--- src/rtl/fill_arbiter.sv ---
// Two-requester range-fill engine that owns a DEPTH x DW register array.
// Commands are arbitrated round-robin and written back one word per cycle.
module fill_arbiter #(
  parameter int unsigned DW    = 8,
  parameter int unsigned DEPTH = 16,
  parameter int unsigned AW    = 4
) (
  input  logic          i_clk,
  input  logic          i_rst_n,
  input  logic          i_a_valid,
  output logic          o_a_ready,
  input  logic [AW-1:0] i_a_start,
  input  logic [AW-1:0] i_a_end,
  input  logic [DW-1:0] i_a_data,
  output logic          o_a_done,
  input  logic          i_b_valid,
  output logic          o_b_ready,
  input  logic [AW-1:0] i_b_start,
  input  logic [AW-1:0] i_b_end,
  input  logic [DW-1:0] i_b_data,
  output logic          o_b_done,
  input  logic [AW-1:0] i_rd_addr,
  output logic [DW-1:0] o_rd_data,
  output logic          o_busy
);

  typedef enum logic [0:0] {StIdle, StFill} state_e;
  typedef enum logic [0:0] {GrantA, GrantB} grant_e;

  state_e        r_state,      w_state_d;
  grant_e        r_last_grant, w_last_grant_d;
  grant_e        r_owner,      w_owner_d;
  logic [AW-1:0] r_cur_ptr,    w_cur_ptr_d;
  logic [AW-1:0] r_cur_end,    w_cur_end_d;
  logic [DW-1:0] r_cur_data,   w_cur_data_d;
  logic          r_a_done,     w_a_done_d;
  logic          r_b_done,     w_b_done_d;
  logic          w_a_grant,    w_b_grant;
  logic          w_we;
  logic [DW-1:0] r_mem [DEPTH];
  logic [DW-1:0] r_rd_data;

  // On a tie the requester that was not granted last wins.
  always_comb begin
    w_a_grant = 1'b0;
    w_b_grant = 1'b0;
    if (r_state == StIdle) begin
      w_a_grant = i_a_valid & (~i_b_valid | (r_last_grant == GrantB));
      w_b_grant = i_b_valid & (~i_a_valid | (r_last_grant == GrantA));
    end
  end

  always_comb begin
    w_state_d      = r_state;
    w_last_grant_d = r_last_grant;
    w_owner_d      = r_owner;
    w_cur_ptr_d    = r_cur_ptr;
    w_cur_end_d    = r_cur_end;
    w_cur_data_d   = r_cur_data;
    w_a_done_d     = 1'b0;
    w_b_done_d     = 1'b0;
    w_we           = 1'b0;
    unique case (r_state)
      StIdle: begin
        if (w_a_grant) begin
          w_state_d      = StFill;
          w_owner_d      = GrantA;
          w_last_grant_d = GrantA;
          w_cur_ptr_d    = i_a_start;
          w_cur_end_d    = i_a_end;
          w_cur_data_d   = i_a_data;
        end else if (w_b_grant) begin
          w_state_d      = StFill;
          w_owner_d      = GrantB;
          w_last_grant_d = GrantB;
          w_cur_ptr_d    = i_b_start;
          w_cur_end_d    = i_b_end;
          w_cur_data_d   = i_b_data;
        end
      end
      StFill: begin
        w_we = 1'b1;
        if (r_cur_ptr == r_cur_end) begin
          w_state_d  = StIdle;
          w_a_done_d = (r_owner == GrantA);
          w_b_done_d = (r_owner == GrantB);
        end else begin
          // DEPTH is a power of two, so AW-bit overflow is the modulo wrap.
          w_cur_ptr_d = r_cur_ptr + AW'(1);
        end
      end
      default: w_state_d = StIdle;
    endcase
  end

  always_ff @(posedge i_clk) begin
    if (!i_rst_n) begin
      r_state      <= StIdle;
      r_last_grant <= GrantB;
      r_owner      <= GrantA;
      r_cur_ptr    <= '0;
      r_cur_end    <= '0;
      r_cur_data   <= '0;
      r_a_done     <= 1'b0;
      r_b_done     <= 1'b0;
    end else begin
      r_state      <= w_state_d;
      r_last_grant <= w_last_grant_d;
      r_owner      <= w_owner_d;
      r_cur_ptr    <= w_cur_ptr_d;
      r_cur_end    <= w_cur_end_d;
      r_cur_data   <= w_cur_data_d;
      r_a_done     <= w_a_done_d;
      r_b_done     <= w_b_done_d;
    end
  end

  always_ff @(posedge i_clk) begin
    if (!i_rst_n) begin
      for (int i = 0; i < int'(DEPTH); i++) r_mem[i] <= '0;
    end else if (w_we) begin
      r_mem[r_cur_ptr] <= r_cur_data;
    end
  end

  // Sampled before the same-edge write lands, so a colliding read sees the old word.
  always_ff @(posedge i_clk) begin
    if (!i_rst_n) r_rd_data <= '0;
    else          r_rd_data <= r_mem[i_rd_addr];
  end

  assign o_a_ready = w_a_grant;
  assign o_b_ready = w_b_grant;
  assign o_a_done  = r_a_done;
  assign o_b_done  = r_b_done;
  assign o_rd_data = r_rd_data;
  assign o_busy    = (r_state == StFill);

endmodule

--- config.mk ---
export PLATFORM = sky130hd
export DESIGN_NAME = fill_arbiter
export DESIGN_NICKNAME = d
export VERILOG_FILES = /design/src/rtl/fill_arbiter.sv
export SDC_FILE = /design/constraint.sdc
export NUM_CORES = 1
export LEC_CHECK = 0
export CAP_MARGIN = 0
export CELL_PAD_IN_SITES_DETAIL_PLACEMENT = 1
export CELL_PAD_IN_SITES_GLOBAL_PLACEMENT = 1
export CORE_UTILIZATION = 45
export CTS_CLUSTER_DIAMETER = 50
export DETAILED_ROUTE_END_ITERATION = 10
export DONT_BUFFER_PORTS = 1
export GPL_TIMING_DRIVEN = 0
export PLACE_DENSITY_LB_ADDON = 0.1
export SETUP_SLACK_MARGIN = 0.2
export SLEW_MARGIN = 20
export SYNTH_ARGS = -nofsm -noshare
export SYNTH_HDL_FRONTEND = slang
export SYNTH_SLANG_ARGS = --single-unit
--- constraint.sdc ---
create_clock -name i_clk -period 2.75 [get_ports i_clk]
set_clock_uncertainty 0.2 [all_clocks]
set_input_delay 0.55 -clock i_clk [delete_from_list [all_inputs] [get_ports i_clk]]
set_output_delay 0.55 -clock i_clk [all_outputs]
set_load 0.02 [all_outputs]
==> metrics, run 1 <==
status=completed; HPWL Detailed=12,100 um; Slowest-stage cell, CP=nand2b_1; most frequent cells in the layout=and2_1 (128), edfxtp_1 (128), mux4_2 (32), mux2i_1 (29), dfxtp_1 (29); EDFF count, synth=128; Tot Pwr=5.65 mW; GPL Wtd Cong=0.748; post-synthesis compound-gate area fraction=0.0474; initial antenna violation count=0; main combinational cell family by area after synthesis=simple AND/OR/NAND/NOR gates; mux cell area share after synthesis=0.143; FF-to-FF path depth=4; fin crit period=2.52 ns; largest net degree at the start of global routing=17; max-slew violation count=0; port bufs=0; DR vias/cell=5.51; Clock transition at path regs=0.06 ns; drt first-iter violations=253; Post-Route WL=17,100 um; final-report hold violation count=0; RSZ-0062 raised after global routing=yes; Final Cycle Share=0.917; crit end category=flop; DR WL/cell=22.8 um; Vias=4,134; Die Span Y=128 um; Max Fclk=397 MHz; H-Tree Level Count=4; Worst Path Required=2.61 ns; Leak=2.99 nW; worst r2r dst=r_mem[3][4]; Slew HR=0.421; Post-Synth Adder-Cell Area=0.00700; first-pass GRT wire length=26,200 um; Initial Util=0.465; fraction of layout cells with a size suffix above 1=0.178; sequential cell area fraction in the yosys report=0.619; flops & latches, synth=157; First-pass DRT Iterations=4; Max IR drop VDD=0.419 mV; I/O pin cnt=53; grt total ovfl=0; Synth Instances=504; Die Wd=128 um; Critical Path, Cell by Cell=ha_1, nand3_1, nor3_4, nand2b_1; total clock sinks=157; Area Growth Syn to Fin=12.7%; Inst Count DP=716; Worst-Margin Slew=0.863 ns; Clock Tree Root=clkbuf_16; WS Path Type=flop to flop; DRC viols=0; antenna viol nets, final=0; GRT Util Overall=0.228; pwr dens=702 mW/mm^2; final setup fails=0; hold path depth=2; Syn Nets=548; hold crit path type=input port to flop; ANT cells=0; CTS tree=done; WHS Endpoint=r_cur_ptr[2]; clock buffer depth=2; Crit Reg-Reg Startpoint=r_cur_ptr[0]; core footprint=0.0154 sq mm; critical path's top delay family=simple AND/OR/NAND/NOR gates; WP data arrival=2.39 ns; number of global-route vias before repair=4,419; non-filler cells, final=750; Critical Path Fanout Max=9; die footprint=0.0164 sq mm; Fillers=1,522; Yosys Warn Count=0; CP bufs+invs=0; synthesized area per cell=14.2 sq um; Netlist Area Pre-Place=0.00715 sq mm; Top FF cell, synth=edfxtp_1; Final nets=570; hold_sp=i_a_start[2]; worst-skew pair later-pin latency=0.43 ns; reg2reg setup slack=0.23 ns; synth unique cells=39; post-synthesis async set-or-reset flop share=0; Std-Cell Rows=45; Crit path largest cell delay=0.47 ns; max_cap viols=0; Synth Area in XOR/XNOR=0.00735; Simple-Gate Fraction of Synth Area=0.154; CTS Buf Count=17; CP Launch Type=flop
[cell type report]
type                    instances  area, sq um  area share
clock buffers                  21          482      0.0598
flip-flops and latches        157         4420       0.549
plain buffers                  28          133      0.0165
multi-input cells             313         2630       0.326
clock inverters                11         80.1     0.00994
repair buffers                  3         22.5     0.00280
inverters                       6         22.5     0.00280
well taps                     211          264      0.0328
[registers in the layout, summed over array words and instances, names as in the netlist]
register      count
r_last_grant      1
r_mem           128
o_rd_data         8
o_busy            1
r_owner           1
r_cur_ptr         4
r_cur_end         4
o_b_done          1
r_cur_data        8
o_a_done          1
[worst register-to-register path, stage by stage (launching register included)]
cell	delay [ns]
dfxtp_1	0.46
ha_1	0.23
nand3_1	0.34
nor3_4	0.45
nand2b_1	0.47
[stage by stage]
step	hold slack, ns	instance area [sq um]	TNS, ns	setup slack, ns	utilization
final	0.127	8060	0	0.228	0.524
after global routing	0.111	8060	0	0.0582	0.524
after CTS	0.106	8020	0	0.0633	0.522
after detailed placement	0.236	7420	-6.14	-0.262	0.483
after global placement	0.227	7410	-9.36	-0.266	0.482
after floorplan	0.213	7150	0	0.571	-
[where the power goes]
part / switching, mW / leakage, nW / internal (mW)
sequential: 0.111 / 1.56 / 2.70
combinational: 0.393 / 1.14 / 0.216
clock: 0.966 / 0.284 / 1.26
[routing by layer]
metal  up-vias  wire [um]  GRT usage
li1       1916          -          -
met5         -          0          0
met2       111       8660      0.375
met4         0        356     0.0830
met3        24        769     0.0509
met1      2083       7350      0.299
[how the worst max path moves through the flow]
stage	depth (start not counted)	slack (ns)	startpoint	end
after floorplan	3	0.57	o_busy	r_mem[10][0]
after global placement	3	-0.27	o_busy	r_mem[14][4]
after detailed placement	4	-0.26	r_cur_ptr[0]	r_mem[1][1]
after CTS	4	0.06	r_cur_ptr[0]	r_mem[1][4]
after global routing	3	0.06	o_busy	r_mem[1][0]
final	4	0.23	r_cur_ptr[0]	r_mem[3][4]
[Yosys cell counts (all sizes together) (4+ instances only)]
library cell	instances	area, sq um
mux4	32	721
edfxtp	128	3840
ha	4	50.1
buf	14	80.1
and2	128	801
a21oi	6	30.0
nand3	8	45.0
a211oi	12	90.1
inv	6	22.5
o22ai	7	43.8
dfxtp	29	581
o21ai	15	75.1
mux2i	29	290
nor3	5	35.0
xor2	5	43.8
nor2	29	111
clkbuf	14	52.6
nand2b	10	62.6
nand2	8	30.0
[kinds of logic after synthesis]
| logic type | count (synthesis) |
|---|---|
| adders and majority gates | 4 |
| buffers and inverters | 34 |
| and+or+nand+nor | 191 |
| xor gates and xnor gates | 6 |
| DFF | 157 |
| muxes | 62 |
| AOI/OAI and AO/OA | 50 |
[repair_timing]
item	in CTS	in global routing
hold buffers	0	0
pin swaps	1	0
endpoints found under the setup margin	57	83
gates resized for setup	9	6
buffers inserted	1	1
(Power assumes the default switching activity.)
==> inputs of run 2 (changes only) <==
- CTS_BUF_LIST: not set -> sky130_fd_sc_hd__clkbuf_4 sky130_fd_sc_hd__clkbuf_8 sky130_fd_sc_hd__clkbuf_16
==> run 2 against run 1 <==
  * Sequential share of layout area barely moved
  * Utilization barely moved
  * Combinational power barely moved
  * Non-clock buffer count did not move
  * Count of clock-buffer cells in the layout did not move
  * Final area barely moved
  * Via count fell by 0.12%
  * Power rose by 0.18%
  * Die area did not move
  * Final cell count did not move
  * Maximum frequency rose by 0.62%
  * Critical path type unchanged
  * Largest cell class unchanged
  * Largest power group unchanged
==> metrics, run 2 (synthesis results as in run 1) <==
Inst Count DP=716 (unchanged); Die Span Y=128 um (unchanged); Final Cycle Share=0.911 (-0.00566); busiest grt layer=met2; Slew HR=0.425 (+0.00416); non-filler cells, final=750 (unchanged); CTS Buf Count=17 (unchanged); hold crit path type=input port to flop; Die Wd=128 um (unchanged); M3 GR Usage=0.0509 (unchanged); CP Launch Type=flop; most frequent cells in the layout=and2_1 (128), edfxtp_1 (128), mux4_2 (32), mux2i_1 (29), dfxtp_1 (29); Max Fclk=399 MHz (+0.62%); Final nets=570 (unchanged); H-Tree Level Count=4 (unchanged); die footprint=0.0164 sq mm (unchanged); max FFs per register=128 (unchanged); Hold WS=0.129 ns (+0.00232 ns); Clock Tree Root=clkbuf_16; Clock transition at path regs=0.06 ns (about the same); HPWL Detailed=12,100 um (unchanged); first-pass GRT wire length=26,200 um (about the same); Vias=4,129 (-0.12%); Tot Pwr=5.66 mW (+0.18%); status=completed; pwr dens=702 mW/mm^2 (+0.13%); Most flops, register=r_mem; Std-Cell Rows=45 (unchanged); WS Path Type=flop to flop; Max IR drop VDD=0.418 mV (about the same); DRC viols=0 (unchanged); drt first-iter violations=251 (-0.79%); Post-Route WL=17,100 um (-0.37%); Fillers=1,521 (-0.066%); post-route cell area=0.00806 sq mm (about the same); WP data arrival=2.37 ns (-0.02 ns); I/O pin cnt=53 (unchanged); Initial Util=0.465 (unchanged); Cell Area, Placed=0.00742 sq mm (unchanged); clock buffer depth=2 (unchanged); Critical Path, Cell by Cell=ha_1, nand3_1, nor3_4, nand2b_1; crit end category=flop; GRT met2 Usage=0.375 (unchanged); initial antenna violation count=0 (unchanged); GPL Wtd Cong=0.748 (unchanged); Critical Path Fanout Max=9 (unchanged); met1 usage=0.299 (about the same); final setup fails=0 (unchanged); ANT cells=0 (unchanged); Hold Buf Count CTS=0 (unchanged); Worst Path Required=2.61 ns (about the same); Area Growth Syn to Fin=12.8% (about the same); critical path's top delay family=simple AND/OR/NAND/NOR gates; fraction of layout cells with a size suffix above 1=0.180 (+0.00186); First-pass DRT Iterations=4 (unchanged); CTS tree=done; Worst-Margin Slew=0.856 ns (-0.00620 ns); final-report hold violation count=0 (unchanged); port bufs=0 (unchanged); fin crit period=2.51 ns (-0.0156 ns); DR WL/cell=22.8 um (-0.37%); CP bufs+invs=0 (unchanged); number of global-route vias before repair=4,423 (+0.091%); largest net degree at the start of global routing=17 (unchanged); RSZ-0062 raised after global routing=yes; max_cap viols=0 (unchanged); Slowest-stage cell, CP=nand2b_1; Leak=3.00 nW (+0.11%); total clock sinks=157 (unchanged); grt total ovfl=0 (unchanged); setup_tns=0 ns (unchanged); max-slew violation count=0 (unchanged); core footprint=0.0154 sq mm (unchanged); Crit path largest cell delay=0.47 ns (about the same); DR vias/cell=5.51 (-0.12%); reg2reg setup slack=0.24 ns (+0.02 ns); GRT Util Overall=0.228 (about the same); worst-skew pair later-pin latency=0.43 ns (about the same); antenna viol nets, final=0 (unchanged)
==> run 2: cell counts in the layout (fill, tap and decap cells not counted) <==
Identical to the previous run, type by type.
==> run 2: stage by stage <==
stage | utilization | setup slack (ns)
after floorplan | - | 0.571
after global placement | 0.482 | -0.266
final | 0.524 | 0.244
after CTS | 0.522 | 0.0633
after detailed placement | 0.483 | -0.262
after global routing | 0.524 | 0.0582
==> run 2: worst paths after layout <==
path                startpoint      endpoint  cells after the start
setup / recovery  r_cur_ptr[0]   r_mem[1][4]                      4
hold / removal    i_a_start[2]  r_cur_ptr[2]                      2
setup reg to reg  r_cur_ptr[0]   r_mem[1][4]                      4
hold reg to reg        r_owner      o_a_done                      1
==> run 2: metal layers <==
metal / part of all wire / vias up / wire, um
met5: 0 / - / 0
met4: 0.023 / 0 / 396
met3: 0.046 / 31 / 786
met2: 0.50 / 108 / 8550
met1: 0.43 / 2075 / 7340
li1: - / 1915 / -
==> run 2: timing repair <==
action                                  in CTS  in global routing
endpoints found under the setup margin      57                 83
pin swaps                                    1                  0
endpoints found under the hold margin        0                  0
buffers inserted                             1                  1
resized for setup                            9                  6
==> run 2: report_power, final <==
part           total [mW]  leakage [nW]  switching [mW]  internal [mW]
registers            2.81          1.56           0.112           2.70
clock network        2.24         0.288           0.966           1.27
logic               0.608          1.14           0.392          0.216
==> run 2: area by class of cell <==
type | instances | area (sq um) | area share
clock inverter | 11 | 80.1 | 0.00993
timing repair buffer | 3 | 22.5 | 0.00279
buffer | 28 | 133 | 0.0165
sequential | 157 | 4420 | 0.549
clock buffer | 21 | 485 | 0.0602
inverter | 6 | 22.5 | 0.00279
multi-input combinational | 313 | 2630 | 0.326
tap | 211 | 264 | 0.0328
==> inputs of run 3 (changes only) <==
- ABC_AREA: not set -> 1
==> run 3 against run 2 <==
  * Final area up 1.4%
  * Global-route usage rose by 4.0 points
  * Wire length rose by 22%
  * Combinational power is 19% higher
  * Hold slack got worse by 0.082 ns
  * Critical path depth up 1
  * Largest power group unchanged
==> metrics, run 3 <==
max_cap viols=0 (unchanged); Crit path largest cell delay=0.45 ns (-0.02 ns); final setup fails=0 (unchanged); most frequent CP cell=nand2_1; Slowest-stage cell, CP=dfxtp_1; Initial Util=0.460 (-0.00450); met1 usage=0.344 (+0.0450); number of global-route vias before repair=5,773 (+31%); pwr dens=719 mW/mm^2 (+2.4%); synth unique cells=24 (-38%); Vias=5,660 (+37%); area leader, netlist=edfxtp_1; H-Tree Level Count=4 (unchanged); postcts setup bufs=0 (-1); count leader, synth=nand2_1; Area Growth Syn to Fin=11.7%; CTS Buf Count=17 (unchanged); synthesized area per cell=8.87 sq um (-37%); Final nets=888 (+56%); Synth Area in XOR/XNOR=0 (-0.00735); first-pass GRT wire length=32,300 um (+23%); Critical Path, Cell by Cell=buf_4, nand2_1, nor2_4, nand2_2, nand2_1; I/O pin cnt=53 (unchanged); DR WL/cell=19.4 um (-15%); Hold WS=0.0472 ns (-0.0816 ns); most frequent cells in the layout=nand2_1 (215), nor2_1 (207), edfxtp_1 (128), nand3_1 (53), o21ai_0 (37); hold crit path type=input port to flop; fin crit period=2.35 ns (-0.160 ns); setup_tns=0 ns (unchanged); Slew HR=0.459 (+0.0335); DRC viols=0 (unchanged); post-synthesis async set-or-reset flop share=0 (unchanged); Fillers=1,898 (+25%); ANT cells=0 (unchanged); main combinational cell family by area after synthesis=simple AND/OR/NAND/NOR gates; status=completed; total clock sinks=157 (unchanged); M3 GR Usage=0.0504 (-0.000547); GRT met2 Usage=0.457 (+0.0823); Post-Route WL=20,800 um (+22%); DR vias/cell=5.27 (-4.2%); RSZ-0062 raised after global routing=no; Simple-Gate Fraction of Synth Area=0.280 (+0.126); EDFF count, synth=128 (unchanged); GPL Wtd Cong=0.857 (+15%); Clock transition at path regs=0.07 ns (about the same); post-synthesis compound-gate area fraction=0.0532 (+0.00575); WP data arrival=2.23 ns (-0.14 ns); Yosys Warn Count=0 (unchanged); flops & latches, synth=157 (unchanged); final-report hold violation count=0 (unchanged); max-slew violation count=0 (unchanged); Top FF cell, synth=edfxtp_1; port bufs=0 (unchanged); First-pass DRT Iterations=5 (+1); max FFs per register=128 (unchanged); sequential cell area fraction in the yosys report=0.605 (-0.0142); Util after Layout=0.514 (-0.00989); drt first-iter violations=420 (+67%); Syn Nets=869 (+59%); Tot Pwr=5.88 mW (+3.8%); GRT Util Overall=0.269 (+0.0403); CTS tree=done; Die Wd=129 um (+1.1%); most common cell after layout, fill and taps aside=nand2_1; mux cell area share after synthesis=0 (-0.143); Std-Cell Rows=46 (+2.2%); Clock Tree Root=clkbuf_16; fraction of layout cells with a size suffix above 1=0.0992 (-0.0808); Final Cycle Share=0.853 (-0.0583); die footprint=0.0168 sq mm (+2.3%); HPWL Detailed=15,000 um (+24%); Post-Synth Adder-Cell Area=0.00684 (-0.000161); Netlist Area Pre-Place=0.00731 sq mm (+2.3%); initial antenna violation count=0 (unchanged); worst-skew pair later-pin latency=0.43 ns (about the same); Max Fclk=426 MHz (+6.8%); crit end category=flop; top cells by count, synth=nand2_1 (215), nor2_1 (207), edfxtp_1 (128); busiest grt layer=met2; Synth Instances=825 (+64%); Leak=3.34 nW (+12%); Worst Path Required=2.63 ns (+0.02 ns); post-synth top area share=0.525 (-0.0123); Max IR drop VDD=0.454 mV (+8.5%); Hold Buf Count CTS=0 (unchanged); clock buffer depth=2 (unchanged); largest net degree at the start of global routing=17 (unchanged); Resized cells post-CTS=0 (-9); Most flops, register=r_mem; grt total ovfl=0 (unchanged); Critical Path Fanout Max=9 (unchanged); Area contributors post-synth=edfxtp_1 (53%), nand2_1 (11%), nor2_1 (11%), dfxtp_1 (7.9%), nand3_1 (3.6%); WS Path Type=flop to flop; Die Span Y=129 um (+1.1%); core footprint=0.0159 sq mm (+3.3%); CP Launch Type=flop; antenna viol nets, final=0 (unchanged); Worst-Margin Slew=0.812 ns (-0.0445 ns)
run 3: path summary, 6_finish.rpt:
check,depth (start not counted),from,slack (ns),end
hold / removal,2,i_rst_n,0.05,r_cur_ptr[1]
setup / recovery,5,o_busy,0.40,r_mem[14][1]
setup reg to reg,5,o_busy,0.40,r_mem[14][1]
hold reg to reg,1,r_owner,0.26,o_a_done
run 3: routing by layer:
layer / wire (um) / share of wire / vias up
met1: 9010 / 0.43 / 2758
met2: 10500 / 0.50 / 157
met3: 970 / 0.047 / 25
li1: - / - / 2720
met5: 0 / 0 / -
met4: 369 / 0.018 / 0
run 3: cells by family (layout without fill, tap and decap cells):
kind of cell | after synthesis | count (layout)
simple gates | 502 | 502
flops | 157 | 157
buf+inv | 88 | 120
compound gates | 74 | 74
fa+ha+maj | 4 | 4
run 3: metrics by stage:
| step | cell area (sq um) | setup WS [ns] | std cells |
|---|---|---|---|
| 2_1_floorplan | 7310 | 0.840 | 825 |
| 3_3_place_gp | 7580 | 0.457 | 1041 |
| 3_5_place_dp | 7580 | 0.377 | 1041 |
| 4_1_cts | 8170 | 0.374 | 1073 |
| 5_1_grt | 8170 | 0.253 | 1073 |
| 6_report | 8170 | 0.404 | 1073 |
run 3: layout make-up:
class | count | area, sq um | area share
flip-flops and latches | 157 | 4420 | 0.541
multi-input cells | 580 | 2490 | 0.305
clock buffers | 17 | 425 | 0.0521
well taps | 216 | 270 | 0.0331
plain buffers | 41 | 225 | 0.0276
inverters | 47 | 176 | 0.0216
clock inverters | 15 | 163 | 0.0199
run 3: power by group:
group	switching, mW	leakage (nW)	internal [mW]
Sequential	0.0741	1.56	2.70
Combinational	0.546	1.49	0.180
Clock	1.03	0.287	1.35
run 3: critical path: cells and delay by family, from the launching register on:
family | cells | cell delay [ns]
flops | 1 | 0.45
buf+inv | 1 | 0.22
simple gates | 4 | 1.12
